--- config.mk ---
export PLATFORM = sky130hd
export DESIGN_NAME = char_plane_write_ctrl
export DESIGN_NICKNAME = d
export VERILOG_FILES = /design/src/rtl/char_plane_write_ctrl.sv
export SDC_FILE = /design/constraint.sdc
export NUM_CORES = 1
export LEC_CHECK = 0
export ABC_AREA = 1
export CAP_MARGIN = 0
export CORE_MARGIN = 3
export CORE_UTILIZATION = 52
export CTS_CLUSTER_SIZE = 10
export DETAILED_ROUTE_END_ITERATION = 16
export PLACE_DENSITY = 0.92
export SYNTH_ARGS = -nofsm -noshare
export SYNTH_HDL_FRONTEND = slang
export SYNTH_SLANG_ARGS = --single-unit
--- constraint.sdc ---
create_clock -name clk -period 4.8 [get_ports clk]
set_input_delay 0.96 -clock clk [delete_from_list [all_inputs] [get_ports clk]]
set_output_delay 0.96 -clock clk [all_outputs]
set_load 0.005 [all_outputs]
--- src/rtl/char_plane_write_ctrl.sv ---
// char_plane_write_ctrl: write-port controller for a ROWS x COLS character plane.
// It shares the single write port between a direct-address requester (A) and a console
// stream requester (B) with an auto-advancing cursor, and it sequences a full-screen clear.
// Latency: accepted request -> wr_* presented the following cycle. Clear: one cell per cycle.
// Backpressure: a_ready/b_ready are combinational grants. Both are 0 while clearing or
//   while a clear is starting. Round-robin is used when both requesters are valid.
//
// Build option: define CHAR_PLANE_CLEAR_EN to compile in the CLEAR state, busy and
//   clear_req handling. When it is undefined, clear_req is ignored and busy is tied 0.
//
// Ports:
//   clk, rst_n                : clock, synchronous active-low reset
//   clear_req / busy          : full-screen clear pulse / clear in progress
//   a_valid/a_row/a_col/a_char, a_ready : direct write request
//   b_valid/b_char, b_ready   : console byte (0x0A newline, 0x08 backspace)
//   cur_row/cur_col           : console cursor
//   wr_en/wr_row/wr_col/wr_char : registered plane write port
//   drop_err                  : sticky, set when an A request has a column out of range
module char_plane_write_ctrl #(
  parameter logic [7:0] FILL_CHAR = 8'h20,
  parameter int         COLS      = 40,
  parameter int         ROWS      = 16
) (
  input  logic       clk,
  input  logic       rst_n,
  input  logic       clear_req,
  output logic       busy,
  input  logic       a_valid,
  input  logic [3:0] a_row,
  input  logic [5:0] a_col,
  input  logic [7:0] a_char,
  output logic       a_ready,
  input  logic       b_valid,
  input  logic [7:0] b_char,
  output logic       b_ready,
  output logic [3:0] cur_row,
  output logic [5:0] cur_col,
  output logic       wr_en,
  output logic [3:0] wr_row,
  output logic [5:0] wr_col,
  output logic [7:0] wr_char,
  output logic       drop_err
);

  typedef enum logic {
    IDLE  = 1'b0,
    CLEAR = 1'b1
  } state_e;

  localparam logic [5:0] COLS_W   = 6'(COLS);
  localparam logic [5:0] COL_LAST = 6'(COLS - 1);
  localparam logic [3:0] ROW_LAST = 4'(ROWS - 1);
  localparam logic       GRANT_A  = 1'b0;
  localparam logic       GRANT_B  = 1'b1;
  localparam logic [7:0] CH_NL    = 8'h0A;
  localparam logic [7:0] CH_BS    = 8'h08;

  state_e     state_q, state_d;
  logic [3:0] cur_row_q, cur_row_d;
  logic [5:0] cur_col_q, cur_col_d;
  logic       last_grant_q, last_grant_d;
  logic       drop_err_q, drop_err_d;
  logic       wr_en_q, wr_en_d;
  logic [3:0] wr_row_q, wr_row_d;
  logic [5:0] wr_col_q, wr_col_d;
  logic [7:0] wr_char_q, wr_char_d;

  logic       clear_start;
  logic       grant_a;
  logic       grant_b;

`ifdef CHAR_PLANE_CLEAR_EN
  assign clear_start = (state_q == IDLE) && clear_req;
`else
  logic unused_clear_req;
  assign unused_clear_req = clear_req;
  assign clear_start      = 1'b0;
`endif

  function automatic logic [3:0] row_inc(input logic [3:0] r);
    return (r == ROW_LAST) ? 4'd0 : r + 4'd1;
  endfunction

  always_comb begin
    state_d      = state_q;
    cur_row_d    = cur_row_q;
    cur_col_d    = cur_col_q;
    last_grant_d = last_grant_q;
    drop_err_d   = drop_err_q;
    wr_en_d      = 1'b0;
    wr_row_d     = wr_row_q;
    wr_col_d     = wr_col_q;
    wr_char_d    = wr_char_q;
    grant_a      = 1'b0;
    grant_b      = 1'b0;

    case (state_q)
      IDLE: begin
        if (clear_start) begin
          // Cell (0,0) is presented on the first busy cycle. This lines the
          // sweep up with busy, so busy covers all ROWS*COLS presented writes.
          state_d   = CLEAR;
          wr_en_d   = 1'b1;
          wr_row_d  = 4'd0;
          wr_col_d  = 6'd0;
          wr_char_d = FILL_CHAR;
        end else begin
          grant_a = a_valid && (!b_valid || (last_grant_q == GRANT_B));
          grant_b = b_valid && !grant_a;

          if (grant_a) begin
            last_grant_d = GRANT_A;
            if (a_col < COLS_W) begin
              wr_en_d   = 1'b1;
              wr_row_d  = a_row;
              wr_col_d  = a_col;
              wr_char_d = a_char;
            end else begin
              drop_err_d = 1'b1;
            end
          end else if (grant_b) begin
            last_grant_d = GRANT_B;
            if (b_char == CH_NL) begin
              cur_col_d = 6'd0;
              cur_row_d = row_inc(cur_row_q);
            end else if (b_char == CH_BS) begin
              if (cur_col_q != 6'd0) begin
                cur_col_d = cur_col_q - 6'd1;
                wr_en_d   = 1'b1;
                wr_row_d  = cur_row_q;
                wr_col_d  = cur_col_q - 6'd1;
                wr_char_d = FILL_CHAR;
              end
            end else begin
              wr_en_d   = 1'b1;
              wr_row_d  = cur_row_q;
              wr_col_d  = cur_col_q;
              wr_char_d = b_char;
              if (cur_col_q == COL_LAST) begin
                cur_col_d = 6'd0;
                cur_row_d = row_inc(cur_row_q);
              end else begin
                cur_col_d = cur_col_q + 6'd1;
              end
            end
          end
        end
      end

      CLEAR: begin
        // While clearing, the write registers always hold the most recently
        // presented sweep cell. They therefore double as the sweep pointer.
        if ((wr_row_q == ROW_LAST) && (wr_col_q == COL_LAST)) begin
          state_d   = IDLE;
          cur_row_d = 4'd0;
          cur_col_d = 6'd0;
        end else begin
          wr_en_d   = 1'b1;
          wr_char_d = FILL_CHAR;
          if (wr_col_q == COL_LAST) begin
            wr_col_d = 6'd0;
            wr_row_d = wr_row_q + 4'd1;
          end else begin
            wr_col_d = wr_col_q + 6'd1;
          end
        end
      end
    endcase
  end

  always_ff @(posedge clk) begin
    if (!rst_n) begin
      state_q      <= IDLE;
      cur_row_q    <= 4'd0;
      cur_col_q    <= 6'd0;
      last_grant_q <= GRANT_B;
      drop_err_q   <= 1'b0;
      wr_en_q      <= 1'b0;
      wr_row_q     <= 4'd0;
      wr_col_q     <= 6'd0;
      wr_char_q    <= 8'd0;
    end else begin
      state_q      <= state_d;
      cur_row_q    <= cur_row_d;
      cur_col_q    <= cur_col_d;
      last_grant_q <= last_grant_d;
      drop_err_q   <= drop_err_d;
      wr_en_q      <= wr_en_d;
      wr_row_q     <= wr_row_d;
      wr_col_q     <= wr_col_d;
      wr_char_q    <= wr_char_d;
    end
  end

  assign busy     = (state_q == CLEAR);
  assign a_ready  = grant_a;
  assign b_ready  = grant_b;
  assign cur_row  = cur_row_q;
  assign cur_col  = cur_col_q;
  assign wr_en    = wr_en_q;
  assign wr_row   = wr_row_q;
  assign wr_col   = wr_col_q;
  assign wr_char  = wr_char_q;
  assign drop_err = drop_err_q;

endmodule

==> impl_metrics.csv <==
group,metric,value,unit
power,switching_power,212,µW
clock_tree,numCtsBuffers,5,
worst_setup_path,critPathSlowestCell,"clkdlybuf4s50_1",
timing,post-route-period-util,70.4,%
place,gp_congestion,0.955,
yosys,synth_ff_type,"dfxtp_1",
clock_tree,root_buffer,"clkbuf_8",
hold_path,holdPathStages,2,
floorplan,rows,23,
yosys,yosys_warnings,0,
worst_setup_path,required,3.84,ns
timing,hold_viol_final,0,
floorplan,die_h,71.5,µm
layout,nets,466,
route,wl_met2,2970,µm
yosys,syn_nets,409,
power,seqPwrFrac,43.2,%
worst_setup_path,crit_type,"in2out",
route,first_pass_iters,5,
hold_path,holdCritPathClass,"reg2reg",
timing,setup_viol,0,
timing,whs,0.496,ns
clock_tree,cts_tree,"yes",
worst_setup_path,path_delay_family,"buffers and inverters",
worst_setup_path,worstPathCellList,"clkdlybuf4s50_1 -> nand3_1 -> inv_1 -> clkdlybuf4s50_1",
clock_tree,clk_pin_slew_worst_paths,0.06,ns
clock_tree,clockBufferDepth,2,
worst_setup_path,cpPeakStageDelay,0.52,ns
timing,max_slew.worst_pin.slew,0.757,ns
power,p_clk_share,32.1,%
global_routing,grt.overflow.total,0,
yosys,async_reset_ff_share,0,%
power,powerDensity,239,mW/mm²
yosys,synth_cell_types,29,
run_status,status,"finished clean",
yosys,synth_area,0.00223,mm²
clock_tree,postCtsResizedCells,0,
timing,rsz0062_at_grt,"no",
timing,fmax,296,MHz
clock_tree,htreeDepth,2,
global_routing,antenna_found_initial,0,
global_routing,grt_pass1_vias,2349,
clock_tree,cts-hold-fix-buffers,0,
timing,tns,0,ns
clock_tree,cts_sinks,32,
layout,areaGrowthSynthToFinish,31.3,%
worst_setup_path,cp.depth,4,
worst_setup_path,arrival,2.42,ns
job,drv_cap,0,
yosys,avgSynthCellArea,5.99,µm²
worst_setup_path,path_max_fanout,5,
layout,antenna_cells,0,
worst_setup_path,start_kind,"input port",
floorplan,die_w,71.5,µm
route,drt-met1-wl,2630,µm
floorplan,die_area,0.00511,mm²
route,drc_errors,0,
floorplan,num_io_pins,64,
power,leakage,0.00133,µW
yosys,syn_inst,372,
route,avgViaCountPerCell,5.43,
global_routing,grt_pass1_wl,10400,µm
global_routing,grt_max_degree,26,
power,p_int,488,µW
timing,layout_min_cycle_time,3.38,ns
route,top_layer,"met4",
worst_setup_path,cpMostUsedCell,"clkdlybuf4s50_1",
timing,slew_violations,0,
timing,maxSlewHeadroom,49.4,%
clock_tree,post_cts_buffers,0,
worst_setup_path,crit_path_end_kind,"primary output",
floorplan,core,0.00406,mm²
yosys,ys_ff_latch,32,
route,finalWirelength,6350,µm
route,wl_met3,609,µm
worst_setup_path,path_buf_inv,3,
global_routing,track_usage,25.4,%
worst_setup_path,ff2ff_path_depth,8,
place,io_buffers,62,
route,drt_iter0_markers,270,
floorplan,initial_core_util,54.9,%
timing,final.setup_skew,0.0104,ns
place,dp_hpwl,4660,µm
route,wl_per_cell,13.2,µm
route,ant_nets,0,
power,switching_share,30.3,%
layout,final_layout_size_suffix_gt1_share,5.35,%
yosys,synth_edf_count,0,
route,vias,2604,
clock_tree,clkLatencyLatePin,0.29,ns
yosys,ys_seq_area_share,28.7,%
power,ir_worst_vdd,0.133,mV
power,p_comb_share,24.6,%
tightest hold or removal path, stage by stage, from the launching register on:
cell     delay [ns]
dfxtp_1        0.32
nand2_1        0.06
nand3_1        0.06
layout make-up:
class	count	area, µm²
multi-input combinational	291	1360
tap	50	62.6
fill	358	1130
timing repair buffer	63	628
sequential	32	641
inverter	36	138
clock buffer	7	86.3
clock inverter	1	7.51
path summary, 6_finish.rpt:
path	slack [ns]	from	to
worst max-delay path	1.42	a_valid	a_ready
worst min register to register	0.50	last_grant_q	last_grant_q
worst max register to register	2.60	busy	wr_col[2]
worst min-delay path	0.50	last_grant_q	last_grant_q
placed cells by master, fill, tap and decap left out, types with 2 or more instances in the layout:
cell | netlist | routed
dfxtp_1 | 32 | 32
clkbuf_8 | 0 | 6
a21oi_1 | 17 | 17
ha_1 | 6 | 6
o21ai_0 | 31 | 31
nand4_1 | 2 | 2
nand2_1 | 105 | 105
clkdlybuf4s50_1 | 0 | 62
nor2_4 | 2 | 2
xor2_1 | 2 | 2
nor2_2 | 4 | 4
a21boi_0 | 2 | 2
nor2_1 | 71 | 71
nand3_1 | 36 | 36
inv_1 | 34 | 34
nand3_2 | 3 | 3
cell usage after synthesis (3+ instances only):
| master | instances | area (µm²) |
|---|---|---|
| nand2_1 | 105 | 394 |
| dfxtp_1 | 32 | 641 |
| buf_6 | 4 | 45.0 |
| nor2_1 | 71 | 267 |
| buf_2 | 7 | 35.0 |
| inv_1 | 34 | 128 |
| a21oi_1 | 17 | 85.1 |
| nand3_1 | 36 | 180 |
| nand3_2 | 3 | 30.0 |
| o21ai_0 | 31 | 155 |
| ha_1 | 6 | 75.1 |
| nor2_2 | 4 | 25.0 |
state kept, by name, indices dropped and copies added (netlist names):
name          count
wr_char           8
wr_row            4
cur_col           6
busy              1
drop_err          1
last_grant_q      1
cur_row           4
wr_col            6
wr_en             1
power by group through the flow:
stage / combinational (µW) / sequential (µW) / clock [µW]
floorplan: 90.2 / 307 / 0
global placement: 167 / 307 / 0
detailed placement: 171 / 308 / 0
CTS: 172 / 302 / 225
global route: 192 / 306 / 235
finish: 172 / 302 / 225
cells by family (layout without fill, tap and decap cells):
family,count (synthesis),in the layout,share of synthesized area [%]
AO/OA/AOI/OAI,57,57,14.1
XOR/XNOR,2,2,0.786
adder cells (fa/ha/maj),6,6,3.37
buffers and inverters,49,107,10.1
flip-flops,32,32,28.7
AND/OR/NAND/NOR,226,226,42.9
metrics by stage:
| step | cells | util (%) | area [µm²] | power (µW) | setup slack, ns |
|---|---|---|---|---|---|
| floorplan | 372 | - | 2230 | 397 | 2.38 |
| global placement | 472 | 69.8 | 2830 | 474 | 1.45 |
| detailed placement | 472 | 69.8 | 2830 | 479 | 1.45 |
| CTS | 480 | 72.1 | 2930 | 700 | 1.43 |
| global route | 480 | 72.1 | 2930 | 733 | 1.34 |
| finish | 480 | 72.1 | 2930 | 700 | 1.42 |
per-layer routing:
metal	global-route usage, %	vias to the layer above
li1	-	1297
met1	32.3	1162
met2	41.6	130
met3	5.75	15
met4	10.0	0
met5	0	-
Note: power is estimated with default switching activity, not from simulation.
